**config.mk**
```make
export PLATFORM = sky130hd
export DESIGN_NAME = vending_credit
export DESIGN_NICKNAME = d
export VERILOG_FILES = /design/src/rtl/vending_credit.sv
export SDC_FILE = /design/constraint.sdc
export NUM_CORES = 1
export LEC_CHECK = 0
export ABC_AREA = 1
export CAP_MARGIN = 10
export CELL_PAD_IN_SITES_DETAIL_PLACEMENT = 0
export CELL_PAD_IN_SITES_GLOBAL_PLACEMENT = 1
export CORE_MARGIN = 2
export CORE_UTILIZATION = 39
export DETAILED_ROUTE_END_ITERATION = 7
export MAX_ROUTING_LAYER = met4
export PLACE_DENSITY = 0.9
export SLEW_MARGIN = 20
export SYNTH_ARGS = -nofsm -noshare
export SYNTH_HDL_FRONTEND = slang
export SYNTH_SLANG_ARGS = --single-unit
```
**constraint.sdc**
```tcl
create_clock -name clk -period 6.46 [get_ports clk]
set_clock_uncertainty 0.15 [all_clocks]
set_input_delay 1.615 -clock clk [delete_from_list [all_inputs] [get_ports clk]]
set_output_delay 1.615 -clock clk [all_outputs]
set_load 0.01 [all_outputs]
```
**src/rtl/vending_credit.sv**
```systemverilog
// Coin-credit vending controller: accumulates credit, vends priced items, returns change one unit per pulse.
// All outputs registered (one edge after the causing strobe); overflow or short-credit errors light redlight for ERR_CYCLES.
module vending_credit #(
    parameter int ERR_CYCLES = 4
) (
    input  logic        clk,
    input  logic        rst,
    input  logic        coin_valid,
    input  logic [1:0]  coin_code,
    input  logic        sel_valid,
    input  logic [1:0]  sel_item,
    input  logic        cancel,
    output logic [10:0] number,
    output logic        redlight,
    output logic        vend_valid,
    output logic [1:0]  vend_item,
    output logic        change_pulse,
    output logic        coin_reject,
    output logic        busy
);

    localparam int TW = (ERR_CYCLES < 1) ? 1 : $clog2(ERR_CYCLES + 1);

    typedef enum logic [1:0] {IDLE, CREDIT, VEND, CHANGE} state_t;

    state_t          state;
    logic [3:0]      credit;
    logic [TW-1:0]   timer;
    logic [TW-1:0]   timer_nxt;
    logic [3:0]      coin_val;
    logic [3:0]      price;
    logic [4:0]      coin_sum;
    logic            accepting;
    logic            cancel_eff;
    logic            coin_over;
    logic            err;

    always_comb begin
        coin_val = 4'd1;
        case (coin_code)
            2'd0: coin_val = 4'd1;
            2'd1: coin_val = 4'd2;
            2'd2: coin_val = 4'd5;
            2'd3: coin_val = 4'd10;
            default: coin_val = 4'd1;
        endcase
        price = 4'd3;
        case (sel_item)
            2'd0: price = 4'd3;
            2'd1: price = 4'd5;
            2'd2: price = 4'd7;
            2'd3: price = 4'd12;
            default: price = 4'd3;
        endcase
    end

    // A cancel with no credit is treated as absent, so lower-priority strobes still act.
    assign accepting  = (state == IDLE) || (state == CREDIT);
    assign cancel_eff = cancel && (state == CREDIT);
    assign coin_sum   = {1'b0, credit} + {1'b0, coin_val};
    assign coin_over  = coin_sum > 5'd15;
    assign err        = accepting && !cancel_eff &&
                        ((sel_valid && (credit < price)) ||
                         (!sel_valid && coin_valid && coin_over));

    always_comb begin
        timer_nxt = timer;
        if (err)
            timer_nxt = TW'(ERR_CYCLES);
        else if (timer != '0)
            timer_nxt = timer - TW'(1);
    end

    assign number = {7'd0, credit};

    always_ff @(posedge clk) begin
        if (rst) begin
            state        <= IDLE;
            credit       <= 4'd0;
            timer        <= '0;
            redlight     <= 1'b0;
            vend_valid   <= 1'b0;
            vend_item    <= 2'd0;
            change_pulse <= 1'b0;
            coin_reject  <= 1'b0;
            busy         <= 1'b0;
        end else begin
            vend_valid   <= 1'b0;
            change_pulse <= 1'b0;
            coin_reject  <= 1'b0;
            timer        <= timer_nxt;
            redlight     <= (timer_nxt != '0);
            case (state)
                IDLE, CREDIT: begin
                    if (cancel_eff) begin
                        state       <= CHANGE;
                        busy        <= 1'b1;
                        coin_reject <= coin_valid;
                    end else if (sel_valid) begin
                        coin_reject <= coin_valid;
                        if (credit >= price) begin
                            credit     <= credit - price;
                            state      <= VEND;
                            busy       <= 1'b1;
                            vend_valid <= 1'b1;
                            vend_item  <= sel_item;
                        end
                    end else if (coin_valid) begin
                        if (coin_over) begin
                            coin_reject <= 1'b1;
                        end else begin
                            credit <= coin_sum[3:0];
                            state  <= (coin_sum != 5'd0) ? CREDIT : IDLE;
                        end
                    end
                end
                VEND: begin
                    coin_reject <= coin_valid;
                    if (credit != 4'd0) begin
                        state <= CHANGE;
                    end else begin
                        state <= IDLE;
                        busy  <= 1'b0;
                    end
                end
                CHANGE: begin
                    coin_reject <= coin_valid;
                    if (credit != 4'd0) begin
                        credit       <= credit - 4'd1;
                        change_pulse <= 1'b1;
                        if (credit == 4'd1) begin
                            state <= IDLE;
                            busy  <= 1'b0;
                        end
                    end else begin
                        state <= IDLE;
                        busy  <= 1'b0;
                    end
                end
                default: begin
                    state <= IDLE;
                    busy  <= 1'b0;
                end
            endcase
        end
    end

endmodule

```
==> metrics.txt <==
detailed-route via count=1248; Syn Area/Cell=6.76 µm²; initial detailed-routing violation count=34; fmax=274 MHz; RR Endpoint=state[0]$_SDFFE_PP0P_; DR top layer=met4; Reg area=320 µm²; hold buffer count at CTS=0; Synth cell types=34; Routed Wire Length=2.82 mm; reg2reg setup slack=4.38 ns; cell area after synthesis=1380 µm²; WL per Instance=10.6 µm; worst skew pair latency=0.28 ns; # IOs=27; Final Power=602 µW; max-cap check violation count=0; root buffer cell=clkbuf_4; Diodes inserted=0; Met2 Wirelength=1.37 mm; hold endpoint=vend_item[1]$_SDFFE_PP0P_; HPWL Detailed=2.38 mm; antenna violations before repair=0; Critical Path RT=6.50 ns; EDFF count, synth=0; First-pass DRT Iterations=4; WL met3=65 µm; Placed Area=1560 µm²; peak supply drop=0.158 mV; RSZ-0062 raised after global routing=no; # port buffers=19; run status=finished clean; setup TNS=0 ns; Cell Rows=21; met1 WL=1.35 mm; Worst R2R Start=credit[0]$_SDFFE_PP0P_; Max Slew Vio Count=0; final worst path period share=56.4%; final-report hold violation count=0; Most used DFF post-synth=dfxtp_1; # DRC=0; critical path type=in2reg; CP max FO=5; CTS Buf Count=3; number of global-route vias before repair=1135; worst path arrival time=3.68 ns; Multi-input gate area=876 µm²; commonest non-fill, non-tap cell in the layout=nand2_1; pin count of the biggest net entering global routing=12; R2R depth=7; post-layout min period=3.64 ns; commonest non-fill, non-tap cells in the layout=42 x nand2_1, 25 x nor2_1, 22 x inv_1; Pleak=0.000778 µW; Clock Sinks=16; Mapped Cells=204; Final ANT Viol Nets=0; cells resized by post-CTS repair=0; number of setup buffers added after CTS=0; post-synthesis register bit count=16; Pwr Density=381 nW/µm²; CTS tree=done; WHS Path Cells=2; H-tree depth=1; Fillers=393; Async S/R FF share, synth=0%; Final nets=247; drt via density=4.67; GP Congestion=0.861; setup violators final=0; Final Instance Area=1580 µm²; global-route wire length before repair=4.95 mm; hold_sp=vend_item[1]$_SDFFE_PP0P_; crit start category=input pin; Min-Delay Path Class=reg2reg; Seq/Total Area, Yosys=23.2%; core area=3360 µm²; CTS clk-pin slew, worst paths=0.09 ns; all-layer global routing usage=16.0%; die area=4030 µm²; clock tree buffer depth=2; element type at the critical path end=flop; share of cells above drive strength 1=10.4%; yosys warns=0; synth-to-layout area growth=14.8%; Initial Utilization=41.0%; Die Span Y=63.5 µm; DIE WIDTH=63.5 µm; total congestion overflow=0
==> per-layer routing <==
metal	GRT usage [%]	vias to the layer above
met5	-	-
met4	4.89	0
met3	3.21	5
met2	26.4	17
met1	19.7	559
li1	-	667
==> where the power goes <==
group	leakage (µW)	internal, µW	switching, µW	total (µW)
clock network	0.0000138	21.7	30.3	52.0
logic	0.000632	167	214	381
registers	0.000132	130	39.3	169
==> worst max-delay path by stage <==
stage	startpoint	endpoint	slack, ns	cells after the start
floorplan	coin_code[0]	state[0]$_SDFFE_PP0P_	3.25	8
global placement	coin_code[0]	credit[2]$_SDFFE_PP0P_	2.57	12
detailed placement	coin_code[0]	state[0]$_SDFFE_PP0P_	2.51	9
CTS	coin_code[0]	state[0]$_SDFFE_PP0P_	2.81	9
global route	coin_code[0]	state[0]$_SDFFE_PP0P_	2.70	9
finish	coin_code[0]	state[0]$_SDFFE_PP0P_	2.82	9
==> layout make-up <==
cell class,count,area share [%]
Clock buffer,3,1.42
Inverter,31,7.35
Multi-Input combinational cell,152,55.3
Sequential cell,16,20.2
Tap cell,46,3.64
Timing Repair Buffer,19,12.0
==> critical path, stage by stage <==
cell,delay (ns)
clkdlybuf4s50_1,0.57
inv_1,0.07
ha_1,0.22
fa_1,0.46
or2_2,0.31
nor3_1,0.20
a21oi_1,0.09
nor2_1,0.10
nor2_1,0.05
==> stage by stage <==
stage	util [%]	hold WS, ns	instances	setup slack [ns]
floorplan	-	0.317	210	3.25
global placement	46.4	0.286	264	2.57
detailed placement	46.4	0.291	264	2.51
CTS	47.1	0.305	267	2.81
finish	47.1	0.302	267	2.82
global route	47.1	0.321	267	2.70
==> flip-flops by register name, summed over array words and instances, names as in the netlist, 2 cells and up <==
name       count
timer          3
vend_item      2
credit         4
state          2
==> logic make-up (layout without fill, tap and decap cells) <==
| family | Yosys count | count (layout) | share of synthesized area (%) |
|---|---|---|---|
| and+or+nand+nor | 98 | 98 | 31.4 |
| buffers and inverters | 42 | 53 | 14.9 |
| AOI/OAI and AO/OA | 27 | 27 | 12.3 |
| DFF | 16 | 16 | 23.2 |
| adders and majority gates | 15 | 15 | 14.7 |
| xor gates and xnor gates | 5 | 5 | 3.18 |
| other | 1 | 7 | 0.272 |
==> cells in the mapped netlist, types with 2 or more instances <==
library cell | number | area share, %
xor2_1 | 2 | 1.3
buf_4 | 8 | 4.4
nand3_1 | 14 | 5.1
fa_1 | 2 | 2.9
xnor2_1 | 3 | 1.9
o211ai_1 | 2 | 1.1
nor2_1 | 25 | 6.8
inv_2 | 7 | 1.9
o21bai_1 | 3 | 1.6
a21oi_1 | 9 | 3.3
nand4_1 | 3 | 1.4
clkinv_1 | 2 | 0.54
nor2_2 | 3 | 1.4
o21ai_0 | 8 | 2.9
nand2_1 | 42 | 11
nand2_2 | 5 | 2.3
dfxtp_1 | 16 | 23
inv_1 | 22 | 6.0
ha_1 | 13 | 12
No activity file was read; power rests on OpenSTA's default activity.
